File: config.mk
export PLATFORM = sky130hd
export DESIGN_NAME = mm_fetch_ctrl
export DESIGN_NICKNAME = d
export VERILOG_FILES = /design/src/rtl/mm_fetch_ctrl_pkg.sv /design/src/rtl/sat_cnt.sv /design/src/rtl/mm_fetch_ctrl.sv
export SDC_FILE = /design/constraint.sdc
export NUM_CORES = 1
export LEC_CHECK = 0
export ABC_AREA = 1
export BUFFER_PORTS_ARGS = -buffer_cell sky130_fd_sc_hd__clkbuf_2
export CAP_MARGIN = 20
export CORE_MARGIN = 10
export CORE_UTILIZATION = 55
export CTS_BUF_LIST = sky130_fd_sc_hd__clkbuf_16
export CTS_CLUSTER_SIZE = 20
export DETAILED_ROUTE_END_ITERATION = 8
export GPL_ROUTABILITY_DRIVEN = 0
export PLACE_DENSITY = 0.84
export SYNTH_ARGS = -nofsm -noshare
export SYNTH_HDL_FRONTEND = slang
export SYNTH_HIERARCHICAL = 1
export SYNTH_SLANG_ARGS = --single-unit
File: constraint.sdc
create_clock -name CLK -period 4.8 [get_ports CLK]
set_clock_uncertainty 0.05 [all_clocks]
set_input_delay 0.96 -clock CLK [delete_from_list [all_inputs] [get_ports CLK]]
set_output_delay 0.96 -clock CLK [all_outputs]
set_load 0.05 [all_outputs]
File: src/rtl/mm_fetch_ctrl_pkg.sv
// Shared definitions for the instruction-fetch miss controller: FSM encoding,
// default timeout and statistics counter width, and a word-alignment helper.
package mm_fetch_ctrl_pkg;

  localparam int unsigned TIMEOUT_DEFAULT = 255;
  localparam int unsigned CNT_W_DEFAULT   = 20;

  typedef enum logic [1:0] {
    StIdle = 2'd0,
    StReq  = 2'd1,
    StFill = 2'd2,
    StDone = 2'd3
  } fetch_state_e;

  // Main memory is word addressed; byte offset bits are forced to zero.
  function automatic logic [31:0] word_addr(input logic [31:0] addr);
    return addr & 32'hFFFF_FFFC;
  endfunction

endpackage

File: src/rtl/sat_cnt.sv
// Width-parameterised saturating up-counter with enable and synchronous clear.
module sat_cnt #(
  parameter int unsigned WIDTH = 8
) (
  input  logic             i_clk,
  input  logic             i_clr,
  input  logic             i_en,
  output logic [WIDTH-1:0] o_count
);

  logic [WIDTH-1:0] r_count;

  // Count up on enable, stick at all-ones, clear has priority.
  always_ff @(posedge i_clk) begin
    if (i_clr) begin
      r_count <= '0;
    end else if (i_en && (r_count != '1)) begin
      r_count <= r_count + WIDTH'(1);
    end
  end

  assign o_count = r_count;

endmodule

File: src/rtl/mm_fetch_ctrl.sv
// Instruction-cache miss controller: on a miss, issues one main-memory read,
// waits for the acknowledge (or aborts after TIMEOUT cycles), strobes the fill
// into the cache and gives the cache one settle cycle before resuming.
module mm_fetch_ctrl
  import mm_fetch_ctrl_pkg::*;
#(
  parameter int unsigned TIMEOUT = TIMEOUT_DEFAULT,
  parameter int unsigned CNT_W   = CNT_W_DEFAULT
) (
  input  logic             CLK,
  input  logic             RESET,
  input  logic [31:0]      PC,
  input  logic             HitWrite,
  output logic             MM_REQ,
  output logic [31:0]      MM_ADDR,
  input  logic             MM_ACK,
  input  logic [31:0]      MM_DATA,
  output logic             Access_MM,
  output logic [31:0]      Data_MM,
  output logic             Stall,
  output logic             ERR,
  output logic [CNT_W-1:0] CNT_FILL,
  output logic [CNT_W-1:0] CNT_STALL
);

  // Wait counter only has to reach TIMEOUT-1: the last REQ cycle is the one
  // on which the counter equals that value.
  localparam int unsigned WaitW       = (TIMEOUT > 2) ? $clog2(TIMEOUT) : 1;
  localparam int unsigned WaitLastInt = (TIMEOUT > 0) ? (TIMEOUT - 1) : 0;
  localparam logic [WaitW-1:0] WaitLast = WaitLastInt[WaitW-1:0];

  fetch_state_e     r_state;
  fetch_state_e     w_state_next;
  logic [WaitW-1:0] r_wait;
  logic [31:0]      r_addr;
  logic             r_mm_req;
  logic             r_access;
  logic [31:0]      r_data;
  logic             r_err;

  logic             w_timeout;
  logic             w_req_entry;
  logic             w_fill_entry;
  logic             w_stall;

  // FSM state register.
  always_ff @(posedge CLK) begin
    if (RESET) begin
      r_state <= StIdle;
    end else begin
      r_state <= w_state_next;
    end
  end

  // FSM next-state logic; MM_ACK only matters in REQ.
  always_comb begin
    w_state_next = r_state;
    unique case (r_state)
      StIdle:  if (!HitWrite) w_state_next = StReq;
      StReq:   if (MM_ACK || w_timeout) w_state_next = StFill;
      StFill:  w_state_next = StDone;
      StDone:  w_state_next = StIdle;
      default: w_state_next = StIdle;
    endcase
  end

  // FSM decoded outputs and transition strobes.
  always_comb begin
    w_stall      = 1'b0;
    w_timeout    = 1'b0;
    w_req_entry  = 1'b0;
    w_fill_entry = 1'b0;
    if (r_state != StIdle) begin
      w_stall = 1'b1;
    end else if (!HitWrite) begin
      w_stall = 1'b1;
    end
    if ((r_state == StReq) && (r_wait == WaitLast)) begin
      w_timeout = 1'b1;
    end
    if ((r_state == StIdle) && (w_state_next == StReq)) begin
      w_req_entry = 1'b1;
    end
    if ((r_state == StReq) && (w_state_next == StFill)) begin
      w_fill_entry = 1'b1;
    end
  end

  // Registered request/strobe outputs derived from the upcoming state.
  always_ff @(posedge CLK) begin
    if (RESET) begin
      r_mm_req <= 1'b0;
      r_access <= 1'b0;
    end else begin
      r_mm_req <= (w_state_next == StReq);
      r_access <= (w_state_next == StFill);
    end
  end

  // Miss address latch and REQ wait counter.
  always_ff @(posedge CLK) begin
    if (RESET) begin
      r_addr <= 32'h0;
      r_wait <= '0;
    end else if (w_req_entry) begin
      r_addr <= word_addr(PC);
      r_wait <= '0;
    end else if (r_state == StReq) begin
      r_wait <= r_wait + WaitW'(1);
    end
  end

  // Fill data capture; a coincident ACK beats the timeout abort.
  always_ff @(posedge CLK) begin
    if (RESET) begin
      r_data <= 32'h0;
      r_err  <= 1'b0;
    end else if (w_fill_entry) begin
      if (MM_ACK) begin
        r_data <= MM_DATA;
      end else begin
        r_data <= 32'h0;
        r_err  <= 1'b1;
      end
    end
  end

  sat_cnt #(
    .WIDTH(CNT_W)
  ) u_cnt_fill (
    .i_clk  (CLK),
    .i_clr  (RESET),
    .i_en   (w_fill_entry),
    .o_count(CNT_FILL)
  );

  sat_cnt #(
    .WIDTH(CNT_W)
  ) u_cnt_stall (
    .i_clk  (CLK),
    .i_clr  (RESET),
    .i_en   (w_stall),
    .o_count(CNT_STALL)
  );

  assign MM_REQ    = r_mm_req;
  assign MM_ADDR   = r_addr;
  assign Access_MM = r_access;
  assign Data_MM   = r_data;
  assign ERR       = r_err;
  assign Stall     = w_stall;

endmodule

### After elaboration in Yosys (flattened, before gate mapping)

Index checks and enable logic that the tools add are counted.
Widths: inputs -> output; s select.

| operators by class | value |
|---|---|
| add/sub/neg operators | 3 |
| multipliers | 0 |
| div/mod/pow operators | 0 |
| magnitude comparators | 0 |
| equal/unequal tests | 8 |
| shifts and indexed selects | 0 |
| multiplexer cells | 9 |
| bitwise logic cells | 1 |
| reductions and logical operators | 10 |

Operator list:

| cell | count |
|---|---|
| $add 20x1->20 const B | 2 |
| $ne 20x20->1 const B | 2 |
| $mux 32 | 1 |
| $add 8x1->8 const B | 1 |
| $eq 8x8->1 const B | 1 |
| $pmux 2 s4 | 1 |
| $eq 2x2->1 const B | 3 |
| $logic_and 1x1->1 | 5 |
| $mux 1 | 5 |
| $eq 2x1->1 const B | 2 |
| $mux 2 | 2 |
| $logic_not 2->1 | 1 |
| $reduce_and 2->1 | 1 |
| $reduce_bool 2->1 | 1 |
| $reduce_or 2->1 | 1 |
| $logic_or 1x1->1 | 1 |
| $not 1->1 | 1 |

| storage, ports and cells | value |
|---|---|
| register bits after elaboration | 115 |
| bits in latches | 0 |
| RAM bits | 0 |
| bits in read-only memories | 0 |
| input port bits | 68 |
| output and inout port bits | 108 |
| logic and storage cells | 40 |
| memories kept | 0 |

### Logic depth before layout (Yosys ltp)

| logic depth | value |
|---|---|
| depth after elaboration | 10 |
| mapped depth | 13 |
| gate-level depth less buffers | 13 |

### Modules after synthesis

Netlist, hierarchy kept.

By module, submodules not included:

| module | instances | cells each | area each (um^2) | sequential area each (um^2) |
|---|---|---|---|---|
| mm_fetch_ctrl | 1 | 366 | 3,095.5 | 1,501.4 |
| sat_cnt | 2 | 184 | 1,287.5 | 400.4 |

### Worst setup path after synthesis

Ideal clock, no wire load.

| timing | value |
|---|---|
| path kind | input to output |
| from | input HitWrite |
| to | output Stall |
| arrival time | 1.422 ns |
| required time | 3.790 ns |
| slack | 2.368 ns |
| cell stages on the path | 1 |
| cells stage by stage | nand2_1 |

| between the ends | value |
|---|---|
| longest elaborated chain between the ends | 2 |

Ends and longest elaborated chain:

| element | RTL line | RTL |
|---|---|---|
| from (decl) | mm_fetch_ctrl.sv:13 | `input logic HitWrite,` |
| $mux 1 | mm_fetch_ctrl.sv:75 | `end else if (!HitWrite) begin` |
| $mux 1 | mm_fetch_ctrl.sv:73 | `if (r_state != StIdle) begin` |
| to (decl) | mm_fetch_ctrl.sv:20 | `output logic Stall,` |

Every way passes these cells.

### Worst setup path after layout

| timing | value |
|---|---|
| from | input MM_ACK |
| to | register u_cnt_fill.r_count[13] (netlist: u_cnt_fill/o_count[13]) |

| between the ends | value |
|---|---|
| longest elaborated chain between the ends | 7 |

Ends and longest elaborated chain:

| element | RTL line | RTL |
|---|---|---|
| from (decl) | mm_fetch_ctrl.sv:16 | `input logic MM_ACK,` |
| $logic_or 1x1->1 | mm_fetch_ctrl.sv:60 | `StReq: if (MM_ACK \|\| w_timeout) w_state_next = StFill;` |
| $mux 2 | mm_fetch_ctrl.sv:60 |  |
| $pmux 2 s4 | mm_fetch_ctrl.sv:58 | `unique case (r_state)` |
| $eq 2x2->1 | mm_fetch_ctrl.sv:84 | `if ((r_state == StReq) && (w_state_next == StFill)) begin` |
| $logic_and 1x1->1 | mm_fetch_ctrl.sv:84 |  |
| $mux 1 | mm_fetch_ctrl.sv:84 |  |
| net w_fill_entry | mm_fetch_ctrl.sv:43 | `logic w_fill_entry;` |
| $logic_and 1x1->1 | sat_cnt.sv:17 | `end else if (i_en && (r_count != '1)) begin` |
| to (signal assigned) | sat_cnt.sv:18 | `r_count <= r_count + WIDTH'(1);` |
| to (decl) | sat_cnt.sv:11 | `logic [WIDTH-1:0] r_count;` |

The timed path passes the listed nets, and every way through them passes these cells.
A chain may end at the register's enable or synchronous reset.

==> flow_metrics.tcl <==
set metrics [dict create \
    run_status "completed" \
    slew_violations 0 \
    layout_worst_path_cycle_share 0.597 \
    place_hpwl_microns 11000 \
    leakage_nw 3.23 \
    tritoncts "yes" \
    finalSetupViolations 0 \
    instance_count_on_the_critical_path 12 \
    final_nets 971 \
    nFillCells 872 \
    detailroute.via_count 5312 \
    cts_bufs_inserted 17 \
    timing.fmax_mhz 349 \
    antenna_left 0 \
    synthesis.instances 734 \
    clkSinkCount 115 \
    fp.coreArea_sq_um 10200 \
    floorplan.initialDensity 0.557 \
    clkTransAtPathRegs_ps 50 \
    clock_insertion_delay_worst_skew_ps 400 \
    critical_path.cell_chain "clkbuf_2, inv_1, nor2_8, inv_4, nand2_1, inv_2, nor2_2, nand3_1, nor2_1, nand3_1, nand2_1, nor2_1" \
    via_per_inst 5.07 \
    setup_tns_ps 0 \
    ios 176 \
    antenna_violations_before_repair 0 \
    final_worst_setup_slack_ps 1930 \
    die_y_microns 122 \
    detail_route.iter0.violations 418 \
    largest_net_degree_at_the_start_of_global_routing 38 \
    num_antenna_cells 0 \
    power.density_cell_area_nw_per_um2 373 \
    die-area_sq_um 14800 \
    wl_per_cell_microns 14.5 \
    rrSetupSlack_ps 2000 \
    cts-resized-gates 0 \
    crit_fanout 34 \
    timing.critical_path.arrival_ps 3110 \
    drive_gt1_frac 0.348 \
    rr_worst_depth 13 \
    yosysWarningCount 6 \
    cts.root.buffer_cell "clkbuf_16" \
    timing.hold.worst.class "flop to flop" \
    cp-start-kind "input pin" \
    worst_pin_slew_ps 920 \
    rsz_0062_raised_after_global_routing "no" \
    reg2reg_from "r_wait[0]" \
    mappedNetlistArea_sq_um 5670 \
    endpoint "u_cnt_fill/o_count[13]" \
    proportion_of_register_bits_with_asynchronous_set_or_reset_after_synthesis 0 \
    totalWireLength_microns 15200 \
    slew_headroom 0.386 \
    clk_path_buf_depth 2 \
    period_minus_slack_ps 2870 \
    cts_setup_buffers 0 \
    report.final.hold_viol_count 0 \
    ys_seq_area_frac 0.406 \
    critical_path.reg2reg.endpoint "u_cnt_fill/o_count[13]" \
    post_synth_cell_types 40 \
    synth-edff-count 0 \
    area_growth_pct 25.3 \
    placement.io_buffers 171 \
    post_cts_hold_buffer_count 0 \
    width_of_the_die_microns 122 \
    grt_use_total 0.203 \
    totalPowerFinal_mw 2.65 \
    synth_top_flop_cell "dfxtp_1" \
    post_place_cells 1016 \
    syn-mean-instance-area_sq_um 7.73 \
    cp-end-kind "flop" \
    layout.cells.most_common "clkbuf_2" \
    worst-endpoint-required_ps 5040 \
    critical-path-slowest-cell "nor2_8" \
    first_pass_grt_wire_length_microns 24800 \
    pre_cts_ws_ps 1520 \
    path_delay_family "simple AND/OR/NAND/NOR gates" \
    global_route.overflow_total 0 \
    critical_path_start_end_classification "input pin to flop" \
    cts-htree-levels 4 \
    remaining_drc_errors 0 \
    maximum_vdd_ir_drop_mv 0.230 \
    cp-startpoint "MM_ACK" \
    ys_seq_elements 115 \
    layoutNonFillerInstCount 1048 \
    number_of_maximum_capacitance_constraint_violations 0 \
    max_stage_delay_ps 440 \
    cp_buf_inv_count 4 \
    placement_rows 37 \
    finalHoldWorstSlack_ps 416 \
    grt_pass1_vias 5227 \
    detailedRoute.firstPassIterationCount 5 \
    most-common-layout-cells "clkbuf_2 (171), nand2_1 (146), nor2_1 (133), dfxtp_1 (115), a21oi_1 (52)" \
]
==> how the worst min path moves through the flow <==
stage	from	endpoint	slack, ps	depth (start not counted)
finish	ERR	ERR	420	1
detailed placement	ERR	ERR	410	1
floorplan	r_wait[4]	r_wait[4]	390	2
global placement	ERR	ERR	400	1
CTS	ERR	ERR	420	1
global route	Data_MM[29]	Data_MM[29]	440	2
==> kinds of logic (layout without fill, tap and decap cells) <==
logic type / Yosys count / in the layout / synth area share
adders and majority gates: 4 / 4 / 0.00883
AOI/OAI and AO/OA: 113 / 113 / 0.114
buffers and inverters: 75 / 252 / 0.0666
DFF: 115 / 115 / 0.406
other: 1 / 2 / 0.000661
and+or+nand+nor: 418 / 418 / 0.391
xor gates and xnor gates: 8 / 8 / 0.0124
==> final cells by class <==
| cell class | count | area [sq um] | share of cell area |
|---|---|---|---|
| tap | 136 | 170 | 0.0240 |
| inverter | 47 | 181 | 0.0255 |
| timing repair buffer | 173 | 871 | 0.123 |
| sequential | 115 | 2300 | 0.324 |
| clock buffer | 17 | 425 | 0.0599 |
| clock inverter | 15 | 159 | 0.0224 |
| multi-input combinational | 545 | 2990 | 0.422 |
==> state kept, by name (all words and copies together) (netlist names) <==
signal               cells
ERR                      1
u_cnt_fill/o_count      20
r_state                  2
MM_REQ                   1
Access_MM                1
u_cnt_stall/o_count     20
r_wait                   8
Data_MM                 32
MM_ADDR                 30
==> where the power goes <==
group / switching [mW] / internal, mW / leakage, nW
Sequential: 0.0312 / 1.00 / 0.937
Clock: 0.467 / 0.767 / 0.270
Combinational: 0.293 / 0.0914 / 2.02
==> stage by stage <==
stage | utilization | instance area, sq um
6_report | 0.697 | 7100
5_1_grt | 0.697 | 7100
4_1_cts | 0.697 | 7100
3_5_place_dp | 0.640 | 6520
3_3_place_gp | 0.640 | 6520
2_1_floorplan | - | 5670
==> worst register-to-register path: cells and delay by family (launching register included) <==
| family | cells | cell delay (ps) |
|---|---|---|
| buf+inv | 3 | 320 |
| flops | 1 | 320 |
| fa+ha+maj | 1 | 170 |
| simple gates | 9 | 1840 |
==> Yosys cell counts, types with 2 or more instances <==
cell      count  area (sq um)
a21oi_1      52           260
a21oi_2      14           123
and2_1        2          12.5
and3_1        2          12.5
buf_2         7          35.0
buf_4         4          30.0
buf_6         9           101
clkbuf_1      8          30.0
clkinv_1      2          7.51
clkinv_2      2          10.0
dfxtp_1     115          2300
ha_1          4          50.1
inv_1        30           113
inv_2        12          45.0
nand2_1     146           548
nand2_2      10          62.6
nand2_4       7          78.8
nand3_1      38           190
nand3_2      30           300
nand3_4       5          87.6
nand3b_1      2          15.0
nand4_1       6          37.5
nor2_1      133           499
nor2_2        9          56.3
nor2_4       11           124
nor2_8        7           140
nor3_1        7          35.0
o21ai_0      34           170
o21ai_1       7          35.0
or2_2         3          18.8
xnor2_1       2          17.5
xor2_1        6          52.6
==> metal layers <==
| layer | routed length [microns] | GRT usage | vias to the layer above |
|---|---|---|---|
| met2 | 7240 | 0.325 | 171 |
| li1 | - | - | 2713 |
| met5 | 0 | 0 | - |
| met4 | 141 | 0.0723 | 0 |
| met1 | 6270 | 0.236 | 2416 |
| met3 | 1530 | 0.0907 | 12 |
(Power assumes the default switching activity.)
